### config.mk
export PLATFORM = sky130hd
export DESIGN_NAME = hsel_slave_responder
export DESIGN_NICKNAME = d
export VERILOG_FILES = /design/src/rtl/hsel_slave_responder.sv
export SDC_FILE = /design/constraint.sdc
export NUM_CORES = 1
export LEC_CHECK = 0
export CAP_MARGIN = 20
export CORE_MARGIN = 8
export CORE_UTILIZATION = 55
export DETAILED_ROUTE_END_ITERATION = 8
export GPL_ROUTABILITY_DRIVEN = 0
export PLACE_DENSITY_LB_ADDON = 0.05
export SLEW_MARGIN = 20
export SYNTH_ARGS = -nofsm -noshare
export SYNTH_HDL_FRONTEND = slang
export SYNTH_SLANG_ARGS = --single-unit
export TNS_END_PERCENT = 50
### constraint.sdc
create_clock -name clk -period 1.9 [get_ports clk]
set_input_delay 0.285 -clock clk [delete_from_list [all_inputs] [get_ports clk]]
set_output_delay 0.285 -clock clk [all_outputs]
set_load 0.02 [all_outputs]
### src/rtl/hsel_slave_responder.sv
// hsel_slave_responder
// Slave-side responder sitting on one decoded hsel line. Captures the request
// word when selected, waits WAIT_CYCLES wait states, then answers with a
// one-cycle hready pulse carrying hresp/rdata. Holds a 4-entry, 10-bit bank:
// entries 0..2 are read/write, entry 3 is read-only and returns SLAVE_ID.
//
// Ports:
//   clk      in   system clock, rising edge
//   rst      in   asynchronous active-low reset
//   hsel     in   select strobe, qualifies data_in
//   data_in  in   [15:13] id, [12] write, [11:10] index, [9:0] write data
//   hready   out  one-cycle completion pulse
//   hresp    out  error flag, nonzero only with hready
//   rdata    out  read data, nonzero only with hready
//   busy     out  transfer in progress (WAIT or RESP)
module hsel_slave_responder #(
  parameter logic [2:0]  SLAVE_ID    = 3'd1,
  parameter int unsigned WAIT_CYCLES = 2
) (
  input  logic        clk,
  input  logic        rst,
  input  logic        hsel,
  input  logic [15:0] data_in,
  output logic        hready,
  output logic        hresp,
  output logic [9:0]  rdata,
  output logic        busy
);

  localparam logic [1:0] ST_IDLE = 2'd0;
  localparam logic [1:0] ST_WAIT = 2'd1;
  localparam logic [1:0] ST_RESP = 2'd2;

  localparam logic [3:0] WAIT_LOAD = WAIT_CYCLES[3:0];

  logic [1:0]  state_r;
  logic [3:0]  cnt_r;
  logic [15:0] req_r;
  logic [9:0]  regs_r [0:2];

  logic        hready_r;
  logic        hresp_r;
  logic [9:0]  rdata_r;
  logic        busy_r;

  logic [2:0]  req_id_s;
  logic        req_wr_s;
  logic [1:0]  req_idx_s;
  logic        req_err_s;
  logic [9:0]  reg_val_s;
  logic [9:0]  resp_data_s;

  // Decode the latched request: error status and the data to return.
  always_comb begin
    req_id_s    = req_r[15:13];
    req_wr_s    = req_r[12];
    req_idx_s   = req_r[11:10];
    req_err_s   = (req_id_s != SLAVE_ID) || (req_wr_s && (req_idx_s == 2'd3));
    reg_val_s   = 10'd0;
    case (req_idx_s)
      2'd0:    reg_val_s = regs_r[0];
      2'd1:    reg_val_s = regs_r[1];
      2'd2:    reg_val_s = regs_r[2];
      2'd3:    reg_val_s = {7'd0, SLAVE_ID};
      default: reg_val_s = 10'd0;
    endcase
    if (req_err_s || req_wr_s) begin
      resp_data_s = 10'd0;
    end else begin
      resp_data_s = reg_val_s;
    end
  end

  // Transfer FSM; response outputs are loaded on the edge that enters RESP
  // so they are valid for exactly the RESP cycle.
  always_ff @(posedge clk or negedge rst) begin
    if (!rst) begin
      state_r  <= ST_IDLE;
      cnt_r    <= 4'd0;
      req_r    <= 16'd0;
      hready_r <= 1'b0;
      hresp_r  <= 1'b0;
      rdata_r  <= 10'd0;
      busy_r   <= 1'b0;
    end else begin
      case (state_r)
        ST_IDLE: begin
          if (hsel) begin
            req_r   <= data_in;
            cnt_r   <= WAIT_LOAD;
            state_r <= ST_WAIT;
            busy_r  <= 1'b1;
          end else begin
            state_r <= ST_IDLE;
          end
        end
        ST_WAIT: begin
          if (cnt_r == 4'd0) begin
            state_r  <= ST_RESP;
            hready_r <= 1'b1;
            hresp_r  <= req_err_s;
            rdata_r  <= resp_data_s;
          end else begin
            cnt_r <= cnt_r - 4'd1;
          end
        end
        ST_RESP: begin
          state_r  <= ST_IDLE;
          hready_r <= 1'b0;
          hresp_r  <= 1'b0;
          rdata_r  <= 10'd0;
          busy_r   <= 1'b0;
        end
        default: begin
          state_r  <= ST_IDLE;
          cnt_r    <= 4'd0;
          hready_r <= 1'b0;
          hresp_r  <= 1'b0;
          rdata_r  <= 10'd0;
          busy_r   <= 1'b0;
        end
      endcase
    end
  end

  // Register bank update: committed on the edge leaving RESP, only for an
  // error-free write (which also guarantees the index is 0..2).
  always_ff @(posedge clk or negedge rst) begin
    if (!rst) begin
      regs_r[0] <= 10'd0;
      regs_r[1] <= 10'd0;
      regs_r[2] <= 10'd0;
    end else if ((state_r == ST_RESP) && req_wr_s && !req_err_s) begin
      case (req_idx_s)
        2'd0:    regs_r[0] <= req_r[9:0];
        2'd1:    regs_r[1] <= req_r[9:0];
        2'd2:    regs_r[2] <= req_r[9:0];
        default: regs_r[0] <= regs_r[0];
      endcase
    end else begin
      regs_r[0] <= regs_r[0];
    end
  end

  assign hready = hready_r;
  assign hresp  = hresp_r;
  assign rdata  = rdata_r;
  assign busy   = busy_r;

endmodule

### After elaboration in Yosys (flattened, before gate mapping)

Cells that the tools add are included.

| storage, ports and cells | value |
|---|---|
| word-level logic and storage cells | 55 |
| register bits after elaboration | 65 |
| bits of input ports | 19 |

| operators by class | value |
|---|---|
| reductions and logical operators | 16 |
| bitwise gates (word level) | 3 |
| muxes and demuxes | 16 |
| equality and inequality tests | 9 |
| add/subtract/negate cells | 1 |

Operators with widths:

| kind | count |
|---|---|
| $pmux 10 s4 | 1 |
| $mux 10 | 2 |
| $pmux 10 s2 | 1 |
| $pmux 4 s3 | 1 |
| $reduce_and 2->1 | 6 |
| $mux 4 | 2 |
| $eq 2x2->1 const B | 3 |
| $ne 2x2->1 const B | 3 |
| $pmux 1 s2 | 3 |
| $eq 2x1->1 const B | 2 |
| $logic_not 2->1 | 2 |
| $logic_not 4->1 | 1 |
| $mux 1 | 4 |
| $pmux 2 s2 | 1 |
| $sub 4x1->4 const B | 1 |
| $logic_and 1x1->1 | 3 |
| $ne 3x1->1 const B | 1 |
| $not 1->1 | 3 |
| $reduce_and 3->1 | 1 |
| $logic_or 1x1->1 | 2 |
| $mux 2 | 1 |
| $logic_not 1->1 | 1 |

### Depth between registers and ports, before layout

| depth | value |
|---|---|
| word-level depth | 7 |
| depth in mapped cells | 6 |
| gate-level depth less buffers | 5 |

### Least setup slack after synthesis

Ideal clock, no wire load.

| timing path | value |
|---|---|
| path type | register to register |
| start point | register req_r[14] |
| end point | register regs_r[20] in the netlist's numbering |
| setup time | 125 ps |
| arrival | 1438 ps |
| stages on the path, launching flop included | 5 |
| buffers on the path | 1 |
| path slack | 337 ps |
| cell sequence | dfrtp_1 -> or3b_1 -> nor3b_2 -> buf_6 -> mux2_2 |

| between the ends | value |
|---|---|
| longest elaborated chain between the ends | 5 |

RTL lines:

| item | line | source |
|---|---|---|
| start: declaration | 38 | `logic [15:0] req_r;` |
| start signal: assignment | 89 | `req_r <= data_in;` |
| $ne 3x1->1 | 58 | `req_err_s = (req_id_s != SLAVE_ID) \|\| (req_wr_s && (req_idx_s == 2'd3));` |
| $logic_or 1x1->1 | 58 |  |
| $logic_not 1->1 | 133 | `end else if ((state_r == ST_RESP) && req_wr_s && !req_err_s) begin` |
| $logic_and 1x1->1 | 133 |  |
| $reduce_and 2->1 (no source line) | -- |  |
| end: declaration | 39 | `logic [9:0] regs_r [0:2];` |

Every way passes these cells.
A chain may end at the register's enable or synchronous reset.

### Worst setup path after layout

| timing path | value |
|---|---|
| start point | register req_r[14] |
| end point | register regs_r[21] in the netlist's numbering |

The elaborated chain is that of the path after synthesis.

==> results.cfg <==
[run_status]
outcome = completed

[power]
p_seq_share_pct = 45.2
p_int_w = 0.003063
switchingPower_w = 0.001518
sw_frac_of_total_pct = 33.14
power_density_nw_per_um2 = 1318
p_comb_share_pct = 33.2
p_clk_share_pct = 21.6
ir_drop_v = 0.0007260
leakage_nw = 1.600

[timing]
setup_tns_ps = 0
worst_pin_slew_ps = 581.9
clock-skew-final_ps = 5.704
fmax_ghz = 0.5808
period_needed_ps = 1722
final_hold_viol_count = 0
setup_viol = 0
relSlewSlack_pct = 61.21
rsz0062_at_grt = no
finalCritPeriodShare_pct = 90.61
slew_viol_final = 0

[critical_path]
crit_type = reg2reg
crit_fanout = 10
worst_path_largest_cell_delay_ps = 430
end_kind = register
critPathBufInv = 1
path_cells = or3b_1, nor3b_2, buf_4, mux2_2
arrival_ps = 1940
worstReg2RegStart = req_r[14]
rrSetupSlack_ps = 180
r2r_cells = 4
required_ps = 2120
critPathTopFamily = simple AND/OR/NAND/NOR gates
critPathLaunch = req_r[14]
r2r_end = regs_r[21]
critical-path-slowest-cell = or3b_1
startpoint_type = register

[min_path]
hp-class = in2async

[synthesis]
ys_ff_latch = 65
syn_nets = 228
synth-simple-area-share_pct = 8.791
synth_compound_area_share_pct = 7.209
syn_avg_cell_area_sq_um = 13.75
async_reset_ff_share_pct = 100.0
synth.distinct_cells = 34
synth-adder-area-share_pct = 0.8791
yosysWarnings = 0
yosys-mux-area-fraction_pct = 22.77
synth_area_sq_um = 2846
synth_xor_area_share_pct = 0.3077
synthFlopType = dfrtp_1
syn_inst = 207
synth_edf_count = 0
ys_seq_area_share_pct = 57.14
synth_top_family_by_area = multiplexers

[placed_design]
dp.cells = 313
numPortBuffers = 31
place.detailed.hpwl_um = 4173

[route]
met1_length_um = 2578
top_layer_used = met4
drt_iter0_drc = 58
avgViaCountPerCell = 5.571
drt-wirelength-per-cell_um = 18.05
dr_wl_met3_um = 243
met2_length_um = 2980
drc = 0
num_vias = 1833
routed_wl_um = 5940
antenna_left = 0
dr.pass1.iters = 4

[global_route]
track_usage_pct = 17.35
grt_max_degree = 26
overflow = 0
grt_pass1_vias = 1982
grt_pass1_wl_um = 9942
antenna_found_initial = 0

[cells_and_area]
seq_area_sq_um = 1627
instances_no_fill = 329
multiInputGateArea_sq_um = 1137
nNetsFinal = 276
antenna-diode-count = 0
fillCellCount = 363
final_common_cell = dfrtp_1
mostFrequentLayoutCells = 65 x dfrtp_1, 46 x mux2_2, 30 x clkdlybuf4s50_1, 15 x buf_4, 13 x mux2i_1
area.growth.synth_to_final_pct = 22.15
drive_above_1_share_pct = 31.66

[clock_tree]
clockBufferDepth = 2
clkTransAtPathRegs_ps = 70
h-tree-depth = 3
cts_made_buffers = 9
cts.sinks = 65
post_cts_buffers = 0
cts.root.buffer_cell = clkbuf_8
cts_tree = done
insertion_delay_ps = 330

[floorplanning]
die_x_um = 87.94
rows = 26
die_h_um = 87.94
dieArea_sq_um = 7733
ioPinCount = 32
start_util_pct = 56.45
core_sq_um = 5042

[job]
maxCapViolations = 0
[metrics by stage]
stage | power, W | util [%] | hold WS, ps | area [sq um] | setup slack (ps)
global route | 0.004878 | 68.96 | 526.9 | 3477 | 113.6
floorplan | 0.003086 | - | -10.59 | 2846 | 337.2
global placement | 0.003540 | 65.53 | 294.9 | 3304 | 126.3
finish | 0.004581 | 68.96 | 478.2 | 3477 | 178.4
CTS | 0.004628 | 68.96 | 485.8 | 3477 | 170.3
detailed placement | 0.003624 | 65.53 | 314.9 | 3304 | 102.0
[Yosys cell counts (2+ instances only)]
master / n / area, sq um
mux2_2: 46 / 518.0
nor2b_1: 7 / 43.79
nand3_1: 9 / 45.04
a21oi_1: 2 / 10.01
inv_1: 4 / 15.01
clkbuf_1: 4 / 15.01
dfrtp_1: 65 / 1627
buf_4: 2 / 15.01
buf_6: 2 / 22.52
nand2b_1: 2 / 12.51
nor2_1: 5 / 18.77
a22o_1: 2 / 17.52
nor3b_2: 3 / 37.54
o21ai_0: 10 / 50.05
buf_2: 3 / 15.01
nor3_1: 2 / 10.01
a2bb2oi_1: 9 / 78.83
ha_1: 2 / 25.02
mux2i_1: 13 / 130.1
[cells by family after synthesis]
kind of cell | Yosys count
buffers and inverters | 15
AOI/OAI and AO/OA | 29
and+or+nand+nor | 36
muxes | 59
DFF | 65
adders and majority gates | 2
xor gates and xnor gates | 1
[sequential cells by signal, summed over array words and instances, names as in the netlist]
signal and cells:
req_r 16, hready 1, cnt_r 4, state_r 2, regs_r 30, busy 1
rdata 10, hresp 1
[power groups by stage]
stage               registers, W  logic (W)  clock network, W
floorplan                0.00201    0.00108                 0
global placement         0.00206    0.00148                 0
detailed placement       0.00210    0.00152                 0
CTS                      0.00207    0.00154           0.00102
global route             0.00214    0.00165           0.00109
finish                   0.00207    0.00152          0.000989
[timing repair]
action,in CTS,in global routing
resized for setup,0,0
hold buffers,1,0
hold endpoints to repair,23,0
[worst max path at each step]
| stage | end | slack [ps] | depth (start not counted) |
|---|---|---|---|
| 4_1_cts | regs_r[26] | 170 | 4 |
| 6_report | regs_r[21] | 180 | 4 |
| 3_3_place_gp | req_r[3] | 130 | 5 |
| 3_5_place_dp | req_r[7] | 100 | 5 |
| 5_1_grt | regs_r[21] | 110 | 4 |
| 2_1_floorplan | regs_r[20] | 340 | 4 |
[layer usage]
layer	global-route usage [%]	up-vias
li1	-	850
met4	8.906	0
met3	3.846	13
met5	0	-
met2	28.73	36
met1	20.67	934
[cell type report]
type / count / share of cell area [%]
Timing Repair Buffer: 48 / 12.88
Sequential cell: 65 / 46.78
Clock inverter: 3 / 0.5038
Tap cell: 70 / 2.519
Clock buffer: 12 / 4.174
Inverter: 4 / 0.4318
Multi-Input combinational cell: 127 / 32.71
Note: power is estimated with default switching activity, not from simulation.
